$ cat src/rtl/usbhid_gamepad_events.sv
// usbhid_gamepad_events: pulls a button bitmap out of each HID report, turns
// bit changes into a queued press/release/repeat event stream and forces a
// release of every button when the device stops sending reports.
module usbhid_gamepad_events #(
  parameter int C_report_bytes    = 20,
  parameter int C_btn_offset      = 2,
  parameter int C_btn_bits        = 16,
  parameter int C_fifo_depth      = 8,
  parameter int C_clk_hz          = 48000000,
  parameter int C_repeat_delay_ms = 500,
  parameter int C_repeat_rate_ms  = 100,
  parameter int C_timeout_ms      = 100
) (
  input  logic                        clk,
  input  logic                        reset,
  input  logic [C_report_bytes*8-1:0] hid_report,
  input  logic                        hid_valid,
  output logic [C_btn_bits-1:0]       btn_state,
  output logic                        evt_valid,
  input  logic                        evt_ready,
  output logic [1:0]                  evt_type,
  output logic [4:0]                  evt_index,
  output logic                        stale,
  output logic                        overflow
);

  localparam int P     = C_clk_hz / 1000;
  localparam int PW    = (P > 1) ? $clog2(P) : 1;
  localparam int MAXMS = (C_repeat_delay_ms > C_repeat_rate_ms) ?
                         ((C_repeat_delay_ms > C_timeout_ms) ? C_repeat_delay_ms : C_timeout_ms) :
                         ((C_repeat_rate_ms > C_timeout_ms) ? C_repeat_rate_ms : C_timeout_ms);
  localparam int TW    = $clog2(MAXMS + 1);
  localparam int SW    = (C_btn_bits > 1) ? $clog2(C_btn_bits) : 1;
  localparam int AW    = (C_fifo_depth > 1) ? $clog2(C_fifo_depth) : 1;
  localparam int CW    = AW + 1;

  localparam logic [SW-1:0] LAST  = SW'(C_btn_bits - 1);
  localparam logic [PW-1:0] PLAST = PW'(P - 1);
  localparam logic [TW-1:0] DELAY = TW'(C_repeat_delay_ms);
  localparam logic [TW-1:0] RATE  = TW'(C_repeat_rate_ms);
  localparam logic [TW-1:0] TOUT  = TW'(C_timeout_ms);
  localparam logic [CW-1:0] FULL  = CW'(C_fifo_depth);

  typedef enum logic {IDLE, SCAN} state_t;

  state_t                state_q, state_d;
  logic [SW-1:0]         scan_idx;
  logic [C_btn_bits-1:0] diff, pend_val, field, arr_val, cap_val;
  logic                  pend_vld, arr_vld, cap, pend_set, pend_clr;
  logic [PW-1:0]         presc;
  logic                  tick, inject;
  logic [TW-1:0]         ms_cnt, rpt_cnt;
  logic                  rpt_armed, rpt_req;
  logic [SW-1:0]         rpt_tgt, rpt_idx;
  logic                  scan_push, scan_press, disarm, expire, rpt_fire, rpt_push;
  logic                  push, pop, full, accept;
  logic [1:0]            push_type;
  logic [4:0]            push_idx;
  logic [6:0]            mem [C_fifo_depth];
  logic [AW-1:0]         wr_ptr, rd_ptr;
  logic [CW-1:0]         count;

  // A timeout injects an all-zero report through the same path as a real one.
  assign field   = hid_report[8*C_btn_offset +: C_btn_bits];
  assign tick    = (presc == PLAST);
  assign inject  = tick && (ms_cnt == TOUT - TW'(1)) && !hid_valid;
  assign arr_vld = hid_valid || inject;
  assign arr_val = hid_valid ? field : '0;

  // Next state and report capture; reports arriving mid-scan park in pending.
  always_comb begin
    state_d  = state_q;
    cap      = 1'b0;
    cap_val  = arr_val;
    pend_set = 1'b0;
    pend_clr = 1'b0;
    case (state_q)
      IDLE: if (arr_vld) begin
        cap = 1'b1;
        if ((btn_state ^ arr_val) != '0) state_d = SCAN;
      end
      SCAN: if (scan_idx == LAST) begin
        pend_clr = 1'b1;
        state_d  = IDLE;
        if (arr_vld || pend_vld) begin
          cap     = 1'b1;
          cap_val = arr_vld ? arr_val : pend_val;
          if ((btn_state ^ cap_val) != '0) state_d = SCAN;
        end
      end else if (arr_vld) begin
        pend_set = 1'b1;
      end
      default: state_d = IDLE;
    endcase
  end

  // State register, bitmap/diff capture and scan position.
  always_ff @(posedge clk) begin
    if (reset) begin
      state_q   <= IDLE;
      scan_idx  <= '0;
      diff      <= '0;
      btn_state <= '0;
      pend_vld  <= 1'b0;
      pend_val  <= '0;
    end else begin
      state_q <= state_d;
      if (cap) begin
        btn_state <= cap_val;
        diff      <= btn_state ^ cap_val;
        scan_idx  <= '0;
      end else if (state_q == SCAN) begin
        scan_idx <= scan_idx + SW'(1);
      end
      if (pend_set) begin
        pend_vld <= 1'b1;
        pend_val <= arr_val;
      end else if (pend_clr) begin
        pend_vld <= 1'b0;
      end
    end
  end

  // 1 ms prescaler, report-silence counter (saturating) and stale flag.
  always_ff @(posedge clk) begin
    if (reset) begin
      presc  <= '0;
      ms_cnt <= '0;
      stale  <= 1'b0;
    end else begin
      presc <= tick ? '0 : presc + PW'(1);
      if (hid_valid) ms_cnt <= '0;
      else if (tick && ms_cnt != TOUT) ms_cnt <= ms_cnt + TW'(1);
      if (hid_valid) stale <= 1'b0;
      else if (inject) stale <= 1'b1;
    end
  end

  assign scan_push  = (state_q == SCAN) && diff[scan_idx];
  assign scan_press = scan_push && btn_state[scan_idx];
  assign disarm     = inject || (scan_push && !btn_state[scan_idx] && scan_idx == rpt_tgt);
  assign expire     = tick && rpt_armed && (rpt_cnt <= TW'(1));
  assign rpt_fire   = expire && btn_state[rpt_tgt] && !scan_press && !disarm;
  assign rpt_push   = rpt_req && !scan_push;

  // Single-target repeat timer; a fired repeat waits in rpt_req until a free slot.
  always_ff @(posedge clk) begin
    if (reset) begin
      rpt_armed <= 1'b0;
      rpt_tgt   <= '0;
      rpt_cnt   <= '0;
      rpt_req   <= 1'b0;
      rpt_idx   <= '0;
    end else begin
      if (scan_press) begin
        rpt_armed <= 1'b1;
        rpt_tgt   <= scan_idx;
        rpt_cnt   <= DELAY;
      end else if (disarm) begin
        rpt_armed <= 1'b0;
      end else if (tick && rpt_armed) begin
        if (expire) begin
          if (btn_state[rpt_tgt]) rpt_cnt <= RATE;
          else rpt_armed <= 1'b0;
        end else begin
          rpt_cnt <= rpt_cnt - TW'(1);
        end
      end
      if (rpt_fire) begin
        rpt_req <= 1'b1;
        rpt_idx <= rpt_tgt;
      end else if (rpt_push) begin
        rpt_req <= 1'b0;
      end
    end
  end

  assign push      = scan_push || rpt_push;
  assign push_type = scan_push ? (btn_state[scan_idx] ? 2'b01 : 2'b10) : 2'b11;
  assign push_idx  = scan_push ? 5'(scan_idx) : 5'(rpt_idx);
  assign evt_valid = (count != '0);
  assign full      = (count == FULL);
  assign pop       = evt_valid && evt_ready;
  assign accept    = push && (!full || pop);
  assign evt_type  = evt_valid ? mem[rd_ptr][6:5] : 2'b00;
  assign evt_index = evt_valid ? mem[rd_ptr][4:0] : 5'd0;

  // Event storage; no reset needed, reads are gated by evt_valid.
  always_ff @(posedge clk) begin
    if (accept) mem[wr_ptr] <= {push_type, push_idx};
  end

  // FIFO pointers, occupancy and sticky overflow.
  always_ff @(posedge clk) begin
    if (reset) begin
      wr_ptr   <= '0;
      rd_ptr   <= '0;
      count    <= '0;
      overflow <= 1'b0;
    end else begin
      if (accept) wr_ptr <= wr_ptr + AW'(1);
      if (pop) rd_ptr <= rd_ptr + AW'(1);
      case ({accept, pop})
        2'b10:   count <= count + CW'(1);
        2'b01:   count <= count - CW'(1);
        default: count <= count;
      endcase
      if (push && !accept) overflow <= 1'b1;
    end
  end

endmodule

$ cat config.mk
export PLATFORM = sky130hd
export DESIGN_NAME = usbhid_gamepad_events
export DESIGN_NICKNAME = d
export VERILOG_FILES = /design/src/rtl/usbhid_gamepad_events.sv
export SDC_FILE = /design/constraint.sdc
export NUM_CORES = 1
export LEC_CHECK = 0
export BUFFER_PORTS_ARGS = -buffer_cell sky130_fd_sc_hd__clkbuf_2
export CORE_ASPECT_RATIO = 0.75
export CORE_UTILIZATION = 49
export CTS_CLUSTER_DIAMETER = 150
export DETAILED_ROUTE_END_ITERATION = 12
export PLACE_DENSITY = 0.76
export SLEW_MARGIN = 0
export SYNTH_ARGS = -nofsm -noshare
export SYNTH_HDL_FRONTEND = slang
export SYNTH_SLANG_ARGS = --single-unit
$ cat constraint.sdc
create_clock -name clk -period 3.15 [get_ports clk]
set_clock_uncertainty 0.15 [all_clocks]
set_input_delay 0 -clock clk [delete_from_list [all_inputs] [get_ports clk]]
set_output_delay 0 -clock clk [all_outputs]
set_load 0.02 [all_outputs]
==> flow_summary_export.csv <==
group,metric,value,unit
outcome,status,"completed",
yosys,ys_seq_area_share,43.8,%
drt,firstDrtPassIters,7,
clock_tree,cts_tree,"yes",
layout,post-route-util,58.2,%
yosys,synth_top_family_by_area,"simple AND/OR/NAND/NOR gates",
power_and_ir_drop,p_switching,1.82,mW
timing,fin_crit_sh,93.3,%
floorplanning,design.die.area,17800,µm²
timing,finalSetupTns,0,ns
yosys,avgSynthCellArea,9.41,µm²
critical_path,cp_max_fo,4,
critical_path,max_stage_delay,0.52,ns
yosys,syn-instance-count,899,
layout,final_common_cell,"dfxtp_1",
yosys,synth_top_cell_area_share,26.7,%
timing,drv_slew,0,
drt,drcViolationCount,0,
drt,first_iter_violations,736,
yosys,synth-seq-cells,161,
floorplanning,fp-row-count,41,
power_and_ir_drop,peakVddDrop,329,µV
grt,antenna_found_initial,0,
layout,nNetsFinal,1132,
power_and_ir_drop,swShare,32.3,%
critical_path,r2r_cells,12,
yosys,yosys_warnings,0,
grt,overflow,0,
layout,final_cell_mix,"111 x dfxtp_1, 92 x nand2_1, 90 x nor2_1",
power_and_ir_drop,leakage,3.48,nW
floorplanning,start_util,50.3,%
critical_path,crit_top_cell,"a21o_1",
clock_tree,h-tree-depth,4,
power_and_ir_drop,pwr-share-comb,21.6,%
min_path,whs_path_depth,3,
grt,grt_max_degree,84,
critical_path,rr_endpoint,"count[3]$_SDFFE_PP0P_",
power_and_ir_drop,clkPwrFrac,36.0,%
timing,hold_violations,0,
placed_design,placed_area,9020,µm²
yosys,async_reset_ff_share,0,%
drt,wire_per_inst,18.1,µm
critical_path,crit_path_start_kind,"flip-flop",
min_path,hold_path.class,"in -> reg",
drt,wl,21400,µm
yosys,synth_top_cell_by_area,"dfxtp_1",
layout,synthToLayoutAreaGrowth,15.7,%
yosys,synthesis.nets,1074,
yosys,yosys-top-cells-area,"dfxtp_1 27%, edfxtp_1 17%, mux4_2 5.6%, nand2_1 4.1%, nor2_1 4.0%",
layout,stdcell_area,9790,µm²
clock_tree,cts_sinks,161,
timing,max-slew-margin-rel,38.5,%
floorplanning,die_h,116,µm
critical_path,r2r-start,"scan_idx[1]$_SDFFE_PP0P_",
critical_path,critPathKind,"reg -> reg",
yosys,synth_adder_area_share,1.72,%
floorplanning,pin_count,190,
layout,drive_gt1_share,17.1,%
power_and_ir_drop,power_density,574,nW/µm²
critical_path,path_cells,"mux4_2 > nand2b_1 > nand3_1 > nand4_1 > inv_1 > ha_1 > a21o_1 > a21o_1 > and2_1 > a2bb2oi_1 > xor2_1 > nor2_1",
critical_path,cpMaxStageDelayCell,"mux4_2",
yosys,synth_compound_area_share,15.0,%
yosys,synth-simple-area-share,18.3,%
timing,tightest_slew,0.923,ns
yosys,ys.flop_type,"dfxtp_1",
power_and_ir_drop,internal-power,3.80,mW
clock_tree,clockBufferDepth,2,
yosys,yosys-mux-area-fraction,9.45,%
placed_design,dp_hpwl,14700,µm
power_and_ir_drop,power_frac_seq,42.4,%
yosys,netlist_area,8460,µm²
yosys,synth_edf_count,48,
clock_tree,path_clk_slew,0.07,ns
critical_path,rrSetupSlack,0.21,ns
grt,grt_pass1_vias,6681,
timing,min_period,2.94,ns
drt,vias_per_cell,5.97,
clock_tree,cts_root_buf,"clkbuf_16",
critical_path,critPathRequiredTime,3.29,ns
clock_tree,clock_latency,0.44,ns
floorplanning,coreArea,16800,µm²
timing,holdWs,0.0741,ns
yosys,yosysUniqueCellTypes,74,
yosys,synth_xor_area_share,6.32,%
critical_path,crit_family,"simple AND/OR/NAND/NOR gates",
flow_run,cap_viol_max_count,0,
timing,fmax,340,MHz
floorplanning,die_x,154,µm
placed_design,port_buffers,44,
min_path,hold_path_end,"pend_val[2]$_SDFFE_PP0P_",
grt,grt_use_total,25.7,%
critical_path,end_kind,"flip-flop",
layout,diodes,0,
placed_design,globalplace.congestion,0.951,
clock_tree,cts-buffers-inserted,17,
critical_path,cp.arrival,3.08,ns
timing,rsz0062_at_grt,"no",
layout,fillers,1425,
drt,drtAntennaViolNets,0,
drt,vias,7079,
min_path,hp-start,"hid_valid",
critical_path,crit_buf_inv,1,
timing,setup_viol,0,
grt,grt_pass1_wl,35200,µm
==> worst register-to-register path, cell delays in order, from the launching register on <==
cell and delay [ns]:
dfxtp_1 0.37, mux4_2 0.52, nand2b_1 0.17, nand3_1 0.10, nand4_1 0.18, inv_1 0.14
ha_1 0.23, a21o_1 0.17, a21o_1 0.18, and2_1 0.16, a2bb2oi_1 0.19, xor2_1 0.17
nor2_1 0.05
==> cell usage after synthesis, types with 5 or more instances <==
library cell  number
a211oi_1          21
nor2b_1            8
nand4b_1           6
mux4_2            21
mux2_2             5
mux2i_1           27
o22ai_1            7
a22oi_1            6
a31oi_1            5
dfxtp_1          113
nand3_1           40
and3_1            10
a32oi_1           20
xnor2_1           37
buf_2              8
o21ai_0           33
clkbuf_1          50
nor3_1            13
inv_1             37
edfxtp_1          48
a21oi_1           47
nand4_1           12
nand2_1           92
ha_1              10
xor2_1            24
nor4_1             7
buf_1              7
and2_1             6
nor2_1            90
nand2b_1           6
o211ai_1           5
==> worst max-delay path by stage <==
stage                                  start                    end  slack, ns  depth (start not counted)
floorplan              count[0]$_SDFFE_PP0P_  count[3]$_SDFFE_PP0P_      0.002                         12
global placement    scan_idx[1]$_SDFFE_PP0P_  count[3]$_SDFFE_PP0P_       0.22                         13
detailed placement  scan_idx[0]$_SDFFE_PP0P_  count[3]$_SDFFE_PP0P_       0.09                         12
CTS                 scan_idx[0]$_SDFFE_PP0P_  count[3]$_SDFFE_PP0P_       0.07                         12
global route        scan_idx[1]$_SDFFE_PP0P_  count[3]$_SDFFE_PP0P_      0.002                         12
finish              scan_idx[1]$_SDFFE_PP0P_  count[3]$_SDFFE_PP0P_       0.21                         12
==> metal layers <==
layer	vias to the layer above	track usage [%]	share of wire, %
li1	3367	-	-
met1	3392	35.9	46
met2	299	38.8	44
met3	21	8.26	9.8
met4	0	5.93	0.83
met5	-	0	0
==> power by group through the flow <==
stage / logic [mW] / clock network (mW) / registers (mW)
global placement: 1.13 / 0 / 2.42
finish: 1.21 / 2.02 / 2.38
floorplan: 0.859 / 0 / 2.36
detailed placement: 1.17 / 0 / 2.43
CTS: 1.19 / 2.05 / 2.38
global route: 1.33 / 2.13 / 2.40
==> cell families (layout without fill, tap and decap cells) <==
group	Yosys count	in the layout
AOI/OAI and AO/OA	188	188
xor gates and xnor gates	61	61
adders and majority gates	11	11
buffers and inverters	108	179
DFF	161	161
muxes	53	53
other	1	1
and+or+nand+nor	316	316
==> registers in the layout, indices dropped and copies added, names as in the netlist, 9 cells and up, named ones only <==
| name | flops |
|---|---|
| ms_cnt | 9 |
| pend_val | 16 |
| mem | 48 |
| diff | 16 |
| rpt_cnt | 9 |
| btn_state | 16 |
| presc | 16 |
==> metrics by stage <==
step | setup WS (ns) | cells | total power [mW]
after floorplan | 0.00186 | 899 | 3.21
after global placement | 0.217 | 1134 | 3.55
after detailed placement | 0.0935 | 1134 | 3.60
after CTS | 0.0744 | 1184 | 5.62
after global routing | 0.00175 | 1185 | 5.87
final | 0.211 | 1185 | 5.62
==> what timing repair did <==
action                                  4_1_cts  5_1_grt
endpoints found under the setup margin        0        1
buffers inserted                              0        1
hold buffers                                 18        0
gates resized for setup                       0        4
hold endpoints to repair                     38        0
==> area by class of cell <==
| cell class | instances | area (µm²) | share of cell area, % |
|---|---|---|---|
| tap | 215 | 269 | 2.75 |
| clock buffer | 18 | 429 | 4.39 |
| multi-input combinational | 630 | 4320 | 44.1 |
| sequential | 161 | 3710 | 37.9 |
| inverter | 38 | 143 | 1.46 |
| clock inverter | 14 | 138 | 1.41 |
| timing repair buffer | 109 | 782 | 7.99 |
(Power assumes the default switching activity.)
